--- src/rtl/or_fscan_pkg.sv ---
// rtl/or_fscan_pkg.sv - shared types, fault codes, vector table and flag decode for the OR fault scanner
package or_fscan_pkg;

    typedef enum logic [1:0] {
        ST_IDLE,
        ST_SETTLE,
        ST_SAMPLE,
        ST_REPORT
    } state_t;

    localparam logic [2:0] FC_OK      = 3'd0;
    localparam logic [2:0] FC_SA1_ANY = 3'd1;
    localparam logic [2:0] FC_B_SA0   = 3'd2;
    localparam logic [2:0] FC_A_SA0   = 3'd3;
    localparam logic [2:0] FC_MULTI   = 3'd4;

    // Vector i lives at bits [2i+1:2i], encoded as {A,B}.
    localparam logic [7:0] VEC_TABLE = {2'b11, 2'b10, 2'b01, 2'b00};

    function automatic logic [1:0] vec_at(input logic [1:0] idx);
        return VEC_TABLE[{idx, 1'b0} +: 2];
    endfunction

    function automatic logic [2:0] decode_flags(input logic [3:0] flags);
        case (flags)
            4'b0000: return FC_OK;
            4'b0001: return FC_SA1_ANY;
            4'b0010: return FC_B_SA0;
            4'b0100: return FC_A_SA0;
            default: return FC_MULTI;
        endcase
    endfunction

endpackage

--- src/rtl/or_fscan_settle_cnt.sv ---
// rtl/or_fscan_settle_cnt.sv - 8-bit settle countdown for the OR fault scanner
// Ports: clk, rst (async active-high), load/load_val (preset count),
//        en (decrement while nonzero), expired (count has reached zero).
module or_fscan_settle_cnt (
    input  logic       clk,
    input  logic       rst,
    input  logic       load,
    input  logic       en,
    input  logic [7:0] load_val,
    output logic       expired
);

    logic [7:0] count;

    always_ff @(posedge clk or posedge rst) begin
        if (rst) begin
            count <= 8'd0;
        end else if (load) begin
            count <= load_val;
        end else if (en && count != 8'd0) begin
            count <= count - 8'd1;
        end
    end

    assign expired = (count == 8'd0);

endmodule

--- src/rtl/or_fault_scanner.sv ---
// rtl/or_fault_scanner.sv - applies the four OR truth-table vectors to an external gate and classifies faults
// Ports: clk, rst (async active-high), start (scan request, sampled in IDLE),
//        dut_a/dut_b (registered gate drive), dut_z (gate output), busy, done (one-cycle pulse),
//        fault_flags (per-vector mismatch), fault_code (classification).
// Optional: OR_FSCAN_CONTINUOUS_EN lets REPORT restart a scan directly while start is held.
module or_fault_scanner
    import or_fscan_pkg::*;
#(
    parameter int SETTLE_CYCLES = 4
) (
    input  logic       clk,
    input  logic       rst,
    input  logic       start,
    output logic       dut_a,
    output logic       dut_b,
    input  logic       dut_z,
    output logic       busy,
    output logic       done,
    output logic [3:0] fault_flags,
    output logic [2:0] fault_code
);

    localparam logic [7:0] SETTLE_LOAD  = 8'(SETTLE_CYCLES - 1);
    // On a continuous restart the REPORT cycle already holds vector 0 (00),
    // so it counts as the first settle cycle of the new scan.
    localparam logic [7:0] RESTART_LOAD = (SETTLE_CYCLES > 1) ? 8'(SETTLE_CYCLES - 2) : 8'd0;

    state_t     state, next_state;
    logic [1:0] idx;
    logic       cnt_load, cnt_en, cnt_expired;
    logic [7:0] load_val;
    logic       restart;
    logic       expected, mismatch;
    logic [3:0] flags_next;

    or_fscan_settle_cnt u_settle (
        .clk      (clk),
        .rst      (rst),
        .load     (cnt_load),
        .en       (cnt_en),
        .load_val (load_val),
        .expired  (cnt_expired)
    );

    assign expected   = |vec_at(idx);
    // Case inequality so an X or Z from the gate is flagged.
    assign mismatch   = (dut_z !== expected);
    assign flags_next = fault_flags | (mismatch ? 4'(4'b0001 << idx) : 4'b0000);

    always_comb begin
        next_state = state;
        cnt_load   = 1'b0;
        cnt_en     = 1'b0;
        load_val   = SETTLE_LOAD;
        restart    = 1'b0;
        busy       = 1'b0;
        done       = 1'b0;
        case (state)
            ST_IDLE: begin
                if (start) begin
                    next_state = ST_SETTLE;
                    cnt_load   = 1'b1;
                    restart    = 1'b1;
                end
            end
            ST_SETTLE: begin
                busy = 1'b1;
                if (cnt_expired) begin
                    next_state = ST_SAMPLE;
                end else begin
                    cnt_en = 1'b1;
                end
            end
            ST_SAMPLE: begin
                busy     = 1'b1;
                cnt_load = 1'b1;
                if (idx == 2'd3) begin
                    next_state = ST_REPORT;
                end else begin
                    next_state = ST_SETTLE;
                end
            end
            ST_REPORT: begin
                done       = 1'b1;
                next_state = ST_IDLE;
`ifdef OR_FSCAN_CONTINUOUS_EN
                if (start) begin
                    busy       = 1'b1;
                    restart    = 1'b1;
                    cnt_load   = 1'b1;
                    load_val   = RESTART_LOAD;
                    next_state = (SETTLE_CYCLES > 1) ? ST_SETTLE : ST_SAMPLE;
                end
`endif
            end
            default: next_state = ST_IDLE;
        endcase
    end

    always_ff @(posedge clk or posedge rst) begin
        if (rst) begin
            state       <= ST_IDLE;
            idx         <= 2'd0;
            dut_a       <= 1'b0;
            dut_b       <= 1'b0;
            fault_flags <= 4'b0000;
            fault_code  <= FC_OK;
        end else begin
            state <= next_state;
            if (restart) begin
                idx            <= 2'd0;
                {dut_a, dut_b} <= vec_at(2'd0);
                fault_flags    <= 4'b0000;
                fault_code     <= FC_OK;
            end else if (state == ST_SAMPLE) begin
                fault_flags <= flags_next;
                if (idx == 2'd3) begin
                    fault_code <= decode_flags(flags_next);
                end
                // Index wraps 3 -> 0, which also parks the drive at 00 for REPORT/IDLE.
                idx            <= idx + 2'd1;
                {dut_a, dut_b} <= vec_at(idx + 2'd1);
            end
        end
    end

endmodule

--- config.mk ---
export PLATFORM = sky130hd
export DESIGN_NAME = or_fault_scanner
export DESIGN_NICKNAME = d
export VERILOG_FILES = /design/src/rtl/or_fscan_pkg.sv /design/src/rtl/or_fscan_settle_cnt.sv /design/src/rtl/or_fault_scanner.sv
export SDC_FILE = /design/constraint.sdc
export NUM_CORES = 1
export LEC_CHECK = 0
export CAP_MARGIN = 40
export CELL_PAD_IN_SITES_DETAIL_PLACEMENT = 1
export CELL_PAD_IN_SITES_GLOBAL_PLACEMENT = 1
export CORE_UTILIZATION = 44
export DETAILED_ROUTE_END_ITERATION = 8
export PLACE_DENSITY = 0.94
export SYNTH_ARGS = -nofsm -noshare
export SYNTH_HDL_FRONTEND = slang
export SYNTH_SLANG_ARGS = --single-unit
--- constraint.sdc ---
create_clock -name clk -period 3.5 [get_ports clk]
set_input_delay 0.7 -clock clk [delete_from_list [all_inputs] [get_ports clk]]
set_output_delay 0.7 -clock clk [all_outputs]
set_load 0.01 [all_outputs]
==> run metrics <==
gr usage total 0.209; Gate Count Post-Synth 114; die height slightly above 50 microns; area growth from synthesis to layout 17.8%; vias in the first global route 944; worst min path class flip-flop to flip-flop; CP Capture Type output port; CP peak stage delay 530 ps; crit path cell chain inv_1 > ha_1 > clkdlybuf4s50_1; GRT overflow 0; crit path time final ~2300 ps; Seq/Total Area, Yosys 0.435; Final Max Slew Viols 0; die area 2690 sq um; max_cap viols 0; layout cell share with drive strength beyond 1 0.0385; fmax roughly 430 MHz; antenna cells 0; Final Hold Fails 0; Layout Nets between 100 and 150; area leader, netlist dfrtp_1; top cell type's share of synthesized area 0.435; FP Rows 17; post-DP HPWL roughly 1800 microns; met1 wire length between 1000 and 1500 microns; drt pass-1 iters 4; Post-CTS Hold Fix Bufs 0; Yosys reg bits 19; Clk Latency, worst-skew pair 290 ps; routability cong. 0.803; routed wire length on met3 roughly 58 microns; relative max-transition margin 0.506; CTS clk-pin slew, worst paths ~100 ps; critical-path maximum fanout 5; period utilization 0.658; DRC errors left 0; first-pass GRT wire length between 4000 and 5000 microns; RSZ-0062 raised after global routing no; IO Count 15; vias post-DR around 880; PostCTS Resize Cnt 0; max layer used met4; clk sinks 19; CTS Buffer Depth 2; CTS Root Cell clkbuf_4; top cells by area in the synthesized netlist dfrtp_1, ha_1, nor2_1; status finished clean; Setup WS post-layout 1200 ps; Max IR drop VDD just over 0.5 mV; syn avg cell area 9.58 sq um; worst path required time roughly 2800 ps; CTS H-tree lvls 1; initial antenna violation count 0; Cell variety after synth 29; met2 WL roughly 1300 microns; Setup TNS Final 0 ps; asr flop ratio synth 1.00; Main synth FF type dfrtp_1; Worst Path Arrival between 1500 and 2000 ps; Starting Density 0.480; # fillers about 260; worst slew pin tran 741 ps; CTS tree done; final setup fails 0; Die W approximately 52 microns; PD cells about 780 nW/um^2; skew final ~3.4 ps; Yosys warnings 0; initial drt markers 9; dpl ws 1120 ps; total power 1010 uW; CP max-delay cell clkdlybuf4s50_1; area of the core 2280 sq um; drt wl/cell 15.5 microns; detailed-route wire length about 2400 microns; final hold slack around 500 ps; leakage 0.000599 uW; postcts setup bufs 0; Setup crit start kind flip-flop; syn nets 128; port bufs 14; TritonCTS Buffers 3; Post-synth EDFFs 0; Final ANT Viol Nets 0; final core occ 0.565; average vias per placed instance 5.54; pin count of the biggest net entering global routing 20; critical path class flip-flop to output port; synthesized cell area approximately 1100 sq um
[sequential cells by signal (all words and copies together) (netlist names)]
register / count
u_settle.count: 8
fault_flags: 4
idx: 2
fault_code: 3
state: 2
[through the flow]
stage | cell area (sq um) | std cells
detailed placement | 1260 | 154
global placement | 1260 | 154
finish | 1290 | 158
floorplan | 1090 | 114
global route | 1290 | 158
CTS | 1290 | 158
[area by class of cell]
class / instances / area, sq um / share of cell area
multi-input cells: 85 / 579 / 0.450
flip-flops and latches: 19 / 475 / 0.370
repair buffers: 14 / 140 / 0.109
well taps: 28 / 35.0 / 0.0272
inverters: 8 / 30.0 / 0.0233
clock buffers: 4 / 26.3 / 0.0204
[power by group]
part	internal (uW)	switching, uW
sequential	284	75.5
combinational	236	301
clock	44.4	65.0
total	565	442
[layer usage]
| layer | GRT usage | vias up |
|---|---|---|
| met5 | 0 | - |
| met4 | 0.0766 | 0 |
| met3 | 0.0351 | 5 |
| met2 | 0.387 | 10 |
| met1 | 0.237 | 436 |
| li1 | - | 425 |
[cell families (layout without fill, tap and decap cells)]
kind of cell             Yosys count  after routing  share of synthesized area
flip-flops                        19             19                      0.435
multiplexers                       4              4                     0.0367
buffers and inverters             10             26                     0.0344
adder cells (fa/ha/maj)           10             10                      0.115
XOR/XNOR                           5              5                     0.0401
AO/OA/AOI/OAI                     23             23                      0.142
AND/OR/NAND/NOR                   43             43                      0.197
[cell usage in the layout (no fill, tap or decap)]
master / count
nor4b_1: 2
a32o_1: 2
nand2_1: 7
clkdlybuf4s50_1: 14
inv_1: 8
o211ai_1: 2
o21ai_0: 5
and2_1: 2
nand3b_1: 1
or3_1: 2
o31ai_1: 1
nand4b_1: 1
xor2_1: 3
or4b_4: 1
nor2b_1: 1
and3_1: 1
mux2i_1: 4
a211oi_1: 1
a31oi_1: 1
ha_1: 10
a41o_1: 1
o21a_1: 1
clkbuf_4: 3
clkbuf_1: 1
xnor2_1: 2
nand2b_1: 2
dfrtp_1: 19
a21oi_1: 8
o21ai_4: 1
nor3_1: 4
nor2_1: 19
[synthesized netlist by cell type, types with 2 or more instances]
library cell / instances
nor4b_1: 2
and2_1: 2
nor3_1: 4
ha_1: 10
xnor2_1: 2
clkbuf_1: 2
or3_1: 2
dfrtp_1: 19
o21ai_0: 5
inv_1: 8
xor2_1: 3
nand2b_1: 2
a21oi_1: 8
mux2i_1: 4
a32o_1: 2
o211ai_1: 2
nand2_1: 7
nor2_1: 19
[worst max-delay path: cells and delay by family, from the launching register on]
| kind | cells | cell delay (ps) |
|---|---|---|
| buf+inv | 2 | 610 |
| flops | 1 | 430 |
| fa+ha+maj | 1 | 280 |
[final timing paths]
check	startpoint	end	slack, ps	cells past startpoint
hold reg to reg	fault_code[1]	fault_code[1]	500	1
setup / recovery	state[0]	busy	1200	3
max in group asynchronous	rst	state[1]	2220	2
setup reg to reg	idx[0]	fault_code[0]	1510	7
hold / removal	fault_code[1]	fault_code[1]	500	1
min in group asynchronous	rst	u_settle.count[2]	820	2
Power figures use the tool's default switching activity.
